**config.mk**
```make
export PLATFORM = sky130hd
export DESIGN_NAME = ca_sram_arbiter
export DESIGN_NICKNAME = d
export VERILOG_FILES = /design/src/rtl/ca_pkg.sv /design/src/rtl/ca_wait_counter.sv /design/src/rtl/ca_sram_arbiter.sv
export SDC_FILE = /design/constraint.sdc
export NUM_CORES = 1
export LEC_CHECK = 0
export CAP_MARGIN = 20
export CORE_AREA = 5 5 111 113
export CTS_BUF_LIST = sky130_fd_sc_hd__clkbuf_16
export CTS_CLUSTER_SIZE = 24
export DETAILED_ROUTE_END_ITERATION = 16
export DIE_AREA = 0 0 116 118
export MAX_ROUTING_LAYER = met4
export PLACE_DENSITY = 0.65
export SLEW_MARGIN = 20
export SYNTH_ARGS = -nofsm -noshare
export SYNTH_HDL_FRONTEND = slang
export SYNTH_SLANG_ARGS = --single-unit
```
**constraint.sdc**
```tcl
create_clock -name iCLK -period 2.4 [get_ports iCLK]
set_clock_uncertainty 0.15 [all_clocks]
set_input_delay 0.36 -clock iCLK [delete_from_list [all_inputs] [get_ports iCLK]]
set_output_delay 0.36 -clock iCLK [all_outputs]
set_load 0.005 [all_outputs]
```
**src/rtl/ca_pkg.sv**
```systemverilog
// Shared types for the CA / VGA SRAM arbiter: FSM state encoding, the SRAM
// strobe bundle and the default bus widths.
package ca_pkg;

    localparam int CA_ADDR_W = 18;
    localparam int CA_DATA_W = 16;

    typedef enum logic [2:0] {
        ST_IDLE   = 3'd0,
        ST_VGA_RD = 3'd1,
        ST_CA_RD  = 3'd2,
        ST_CA_WR  = 3'd3,
        ST_TURN   = 3'd4
    } ca_state_t;

    // Active-low SRAM strobes plus the DQ output enable, registered as one bundle.
    typedef struct packed {
        logic we_n;
        logic oe_n;
        logic ce_n;
        logic ub_n;
        logic lb_n;
        logic dq_oe;
    } sram_strb_t;

    localparam sram_strb_t STRB_IDLE = '{we_n: 1'b1, oe_n: 1'b1, ce_n: 1'b1,
                                         ub_n: 1'b1, lb_n: 1'b1, dq_oe: 1'b0};

    // Strobe pattern to present on the SRAM pins while the FSM sits in a state.
    function automatic sram_strb_t strobes_for(input ca_state_t st);
        sram_strb_t b;
        b = STRB_IDLE;
        case (st)
            ST_VGA_RD, ST_CA_RD: begin
                b.oe_n = 1'b0;
                b.ce_n = 1'b0;
                b.ub_n = 1'b0;
                b.lb_n = 1'b0;
            end
            ST_CA_WR: begin
                b.we_n  = 1'b0;
                b.ce_n  = 1'b0;
                b.ub_n  = 1'b0;
                b.lb_n  = 1'b0;
                b.dq_oe = 1'b1;
            end
            default: ;
        endcase
        return b;
    endfunction

endpackage

```
**src/rtl/ca_wait_counter.sv**
```systemverilog
// Saturating count of cycles the CA engine has been kept waiting; raises a
// status flag once the count reaches MAX_WAIT.
module ca_wait_counter #(
    parameter int MAX_WAIT = 1023
) (
    input  logic clk,
    input  logic rst_n,
    input  logic inc,
    input  logic clr,
    output logic starve
);

    localparam int CNT_W = (MAX_WAIT < 2) ? 1 : $clog2(MAX_WAIT + 1);
    localparam logic [CNT_W-1:0] CNT_MAX = CNT_W'(MAX_WAIT);

    logic [CNT_W-1:0] cnt;

    // Clear has priority; otherwise count waiting cycles up to the ceiling.
    always_ff @(posedge clk) begin
        if (!rst_n) begin
            cnt <= '0;
        end else if (clr) begin
            cnt <= '0;
        end else if (inc && (cnt != CNT_MAX)) begin
            cnt <= cnt + CNT_W'(1);
        end
    end

    assign starve = (cnt == CNT_MAX);

endmodule

```
**src/rtl/ca_sram_arbiter.sv**
```systemverilog
// Single-port async SRAM arbiter: VGA pixel fetch has strict priority over the
// CA engine. All SRAM pins are registered; reads return two cycles after the
// request is sampled.
//
// state     | meaning
// ----------+-----------------------------------------------------------
// ST_IDLE   | bus parked, all strobes inactive
// ST_VGA_RD | VGA read address on the bus, OE_N low
// ST_CA_RD  | CA read address on the bus, OE_N low
// ST_CA_WR  | CA write: WE_N low and DQ driven for this one cycle
// ST_TURN   | bus turnaround after a write before any read, strobes off
module ca_sram_arbiter
    import ca_pkg::*;
#(
    parameter int ADDR_W   = CA_ADDR_W,
    parameter int DATA_W   = CA_DATA_W,
    parameter int MAX_WAIT = 1023
) (
    input  logic              iCLK,
    input  logic              iRST_N,
    input  logic              iVGA_REQ,
    input  logic [ADDR_W-1:0] iVGA_ADDR,
    output logic [DATA_W-1:0] oVGA_DATA,
    output logic              oVGA_VALID,
    input  logic              iCA_REQ,
    input  logic              iCA_WE,
    input  logic [ADDR_W-1:0] iCA_ADDR,
    input  logic [DATA_W-1:0] iCA_WDATA,
    output logic              oCA_GNT,
    output logic [DATA_W-1:0] oCA_RDATA,
    output logic              oCA_RVALID,
    output logic              oCA_STARVE,
    output logic [ADDR_W-1:0] oSRAM_ADDR,
    output logic [DATA_W-1:0] oSRAM_DQ,
    output logic              oSRAM_DQ_OE,
    input  logic [DATA_W-1:0] iSRAM_DQ,
    output logic              oSRAM_WE_N,
    output logic              oSRAM_OE_N,
    output logic              oSRAM_CE_N,
    output logic              oSRAM_UB_N,
    output logic              oSRAM_LB_N
);

    ca_state_t  state;
    ca_state_t  next_state;
    sram_strb_t strb;
    logic       ca_take;

    // Arbitration: VGA first, then CA; a read following a write must pass TURN.
    always_comb begin
        next_state = ST_IDLE;
        case (state)
            ST_CA_WR: begin
                if (iVGA_REQ) begin
                    next_state = ST_TURN;
                end else if (iCA_REQ) begin
                    next_state = iCA_WE ? ST_CA_WR : ST_TURN;
                end else begin
                    next_state = ST_IDLE;
                end
            end
            default: begin
                if (iVGA_REQ) begin
                    next_state = ST_VGA_RD;
                end else if (iCA_REQ) begin
                    next_state = iCA_WE ? ST_CA_WR : ST_CA_RD;
                end else begin
                    next_state = ST_IDLE;
                end
            end
        endcase
    end

    assign ca_take = (next_state == ST_CA_RD) || (next_state == ST_CA_WR);

    // State, strobes, grant and SRAM address/data all launch on the decision edge.
    always_ff @(posedge iCLK) begin
        if (!iRST_N) begin
            state      <= ST_IDLE;
            strb       <= STRB_IDLE;
            oCA_GNT    <= 1'b0;
            oSRAM_ADDR <= '0;
            oSRAM_DQ   <= '0;
        end else begin
            state   <= next_state;
            strb    <= strobes_for(next_state);
            oCA_GNT <= ca_take;
            if (next_state == ST_VGA_RD) begin
                oSRAM_ADDR <= iVGA_ADDR;
            end else if (ca_take) begin
                oSRAM_ADDR <= iCA_ADDR;
            end
            if (next_state == ST_CA_WR) begin
                oSRAM_DQ <= iCA_WDATA;
            end
        end
    end

    // Capture SRAM read data at the end of the read cycle; at most one read is in flight.
    always_ff @(posedge iCLK) begin
        if (!iRST_N) begin
            oVGA_VALID <= 1'b0;
            oVGA_DATA  <= '0;
            oCA_RVALID <= 1'b0;
            oCA_RDATA  <= '0;
        end else begin
            oVGA_VALID <= (state == ST_VGA_RD);
            oCA_RVALID <= (state == ST_CA_RD);
            if (state == ST_VGA_RD) begin
                oVGA_DATA <= iSRAM_DQ;
            end
            if (state == ST_CA_RD) begin
                oCA_RDATA <= iSRAM_DQ;
            end
        end
    end

    assign oSRAM_WE_N  = strb.we_n;
    assign oSRAM_OE_N  = strb.oe_n;
    assign oSRAM_CE_N  = strb.ce_n;
    assign oSRAM_UB_N  = strb.ub_n;
    assign oSRAM_LB_N  = strb.lb_n;
    assign oSRAM_DQ_OE = strb.dq_oe;

    ca_wait_counter #(
        .MAX_WAIT (MAX_WAIT)
    ) u_wait_counter (
        .clk    (iCLK),
        .rst_n  (iRST_N),
        .inc    (iCA_REQ && !ca_take),
        .clr    (oCA_GNT),
        .starve (oCA_STARVE)
    );

endmodule

```
==> summary.md <==
| Metric | Value |
|---|---|
| Commonest cells after routing, fill and taps aside | clkdlybuf4s50_1, dfxtp_1, nand2_1, a21oi_1, nor2_1 |
| CTS Root Cell | clkbuf_16 |
| Final Max Tran Viols | 0 |
| GR Util All Layers | between 10 and 15% |
| Period utilisation layout | approximately nine tenths |
| Max FO, Critical Path | 4 |
| Die extent in y | 118 um |
| GRT overflow | 0 |
| Lkg Pwr | between 0.0015 and 0.002 uW |
| Maximum VDD drop | 0.3411 mV |
| Clock Latency Late Sink | ~330 ps |
| Top_reg_cell synth | dfxtp_1 |
| Max Cap Violations | 0 |
| Die X | 116 um |
| IO Port Bufs | 148 |
| P per Cell Area | roughly 630 mW/mm2 |
| Post-synth ARST share | 0% |
| Clock Sinks | between 80 and 90 |
| R2R setup slack | 600 ps |
| Number of top-level pins | 149 |
| WHS | between 300 and 400 ps |
| Final Util | between 40% and 50% |
| Final ANT Viol Nets | 0 |
| Final Non-Filler Cells | roughly 650 |
| CTS buffer count | 9 |
| Area share of the largest cell type after synthesis | around 53% |
| Ys Warns | 0 |
| Cell count after synthesis | 350 |
| Crit path required time | roughly 1900 ps |
| Final nets | ~570 |
| Worst Setup Start Kind | flip-flop |
| Max Clk Rate | between 400 and 500 MHz |
| Mapped cell area | 0.003253 mm2 |
| Initial antenna violation count | 0 |
| Largest net degree at the start of global routing | 36 |
| CORE AREA | about 0.011 mm2 |
| Hold-fix buffers, CTS | 0 |
| Status | finished clean |
| CTS tree | built |
| Initial Util | 28.99% |
| Worst flop-to-flop path startpoint | u_wait_counter.cnt[0] |
| R2R cell count | 7 |
| #FFs+latches synth | 86 |
| Drt total wl | 9844 um |
| Die area | 0.01369 mm2 |
| Diode count | 0 |
| DR WL/cell | roughly 15 um |
| GPL Wtd Cong | 0.7821 |
| Worst Setup SP | u_wait_counter.cnt[0] |
| First-pass GRT wire length | approximately 16000 um |
| Drc violations | 0 |
| EDFF count, synth | 0 |
| Worst r2r dst | u_wait_counter.cnt[5] |
| Worst slew pin tran | 746.6 ps |
| # rows | 39 |
| Leading area contributor after synthesis | dfxtp_1 |
| CP endpoint | oCA_STARVE |
| H-tree level count | 3 |
| Synth Area per Inst | 9.295 um2 |
| RSZ-0062 raised after global routing | no |
| Sequential share of the synthesized area | a little over half |
| Crit path DAT | about 1600 ps |
| Dpl cells | between 600 and 700 |
| Hold wc startpoint | oVGA_DATA[0] |
| Synth top area cells | dfxtp_1, nand2_1, mux2i_1 |
| Mapped Nets | 424 |
| Clock Path Buffers | 2 |
| Drt first-iter violations | around 170 |
| Post-layout minimum cycle time | 2145 ps |
| Critical path endpoint category | output port |
| Synth unique cells | 38 |
| Vias in the first global route | just over 3000 |
| Final setup TNS | 0 ps |
| Setup violators final | 0 |
| Worst Hold Class | reg -> reg |
| Synthesis-to-finish area growth | 60.50% |
| Reg clk slew, reported paths | roughly 60 ps |
| Fin. Hold Viols | 0 |
| Slew headroom | between 50% and 60% |
| DPL Wire Length | 7121 um |
| DR pass1 iterations | 4 |
| Via count | 3033 |
| Ratio of cells with drive above 1 in the final layout | roughly a tenth |
| Commonest non-fill, non-tap cell in the layout | clkdlybuf4s50_1 |
| Critical path class | reg -> out |
| Vias per cell | about 4.7 |
## cell families after synthesis
| logic type | Yosys count | share of synthesized area [%] |
|---|---|---|
| flops | 86 | 52.92 |
| mux | 23 | 7.077 |
| buf+inv | 26 | 3.692 |
| compound gates | 82 | 16.85 |
| simple gates | 132 | 19.08 |
| fa+ha+maj | 1 | 0.3846 |
## report_power, final
part | leakage (uW) | internal (uW) | switching (uW) | total [uW]
Clock | 0.000126 | 703 | 584 | 1290
Combinational | 0.00106 | 282 | 173 | 454
Sequential | 0.000704 | 1490 | 37.1 | 1530
## synth_stat cells, drive strengths merged, types with 2 or more instances
master,n
a22o,16
o21ai,6
or2,4
o31ai,2
dfxtp,86
a21oi,38
nor2b,2
inv,4
and2,3
or4,2
mux2i,23
or3,2
a211oi,18
buf,7
and3,2
nor3b,3
nand4,2
nand3,6
nand2,73
nor2,24
or3b,2
nand2b,2
clkbuf,15
## stage by stage
step	power, uW	worst slack (ps)	area (um2)
detailed placement	2020	58.82	4888
global route	3430	192.8	5221
floorplan	1718	746.7	3253
global placement	2012	171.1	4888
finish	3272	254.9	5221
CTS	3313	264.2	5221
## per-layer routing
| metal | routed length, um | GRT usage, % | vias to the layer above |
|---|---|---|---|
| met5 | 0 | - | - |
| met4 | 265 | 6.019 | 0 |
| met3 | 486 | 2.828 | 19 |
| met2 | 4811 | 23.71 | 90 |
| met1 | 4281 | 17.95 | 1418 |
| li1 | - | - | 1506 |
## worst min-delay path by stage
stage	slack (ps)	cells after the start	endpoint
after floorplan	290	1	oSRAM_CE_N
after global placement	290	2	oCA_RDATA[4]
after detailed placement	300	2	oVGA_DATA[7]
after CTS	310	2	oVGA_DATA[7]
after global routing	330	2	oVGA_DATA[7]
final	300	2	oVGA_DATA[0]
## critical path, cell delays in order, from the launching register on
cell and delay (ps):
dfxtp_2 370, ha_4 160, nand3_4 100, or3_4 370, inv_6 70, dlygate4sd2_1 230
## area by class of cell
| class | count | area (um2) |
|---|---|---|
| clock buffer | 9 | 225.2 |
| clock inverter | 7 | 48.80 |
| inverter | 4 | 20.02 |
| timing repair buffer | 160 | 1583 |
| fill | 1089 | 6002 |
| sequential | 86 | 1724 |
| tap | 143 | 178.9 |
| multi-input combinational | 238 | 1441 |
## state kept, by name, summed over array words and instances (netlist names)
name	count
oVGA_DATA	16
oVGA_VALID	1
oSRAM_DQ_OE	1
oSRAM_WE_N	1
u_wait_counter.cnt	10
state	3
oSRAM_ADDR	18
oSRAM_DQ	16
oCA_RDATA	16
oCA_RVALID	1
oSRAM_CE_N	1
oSRAM_OE_N	1
oCA_GNT	1
## timing repair
action | in CTS | in global routing
endpoints found under the hold margin | 0 | 0
setup buffers | 3 | 0
gates resized for setup | 10 | 0
endpoints found under the setup margin | 1 | 0
Note: power is estimated with default switching activity, not from simulation.
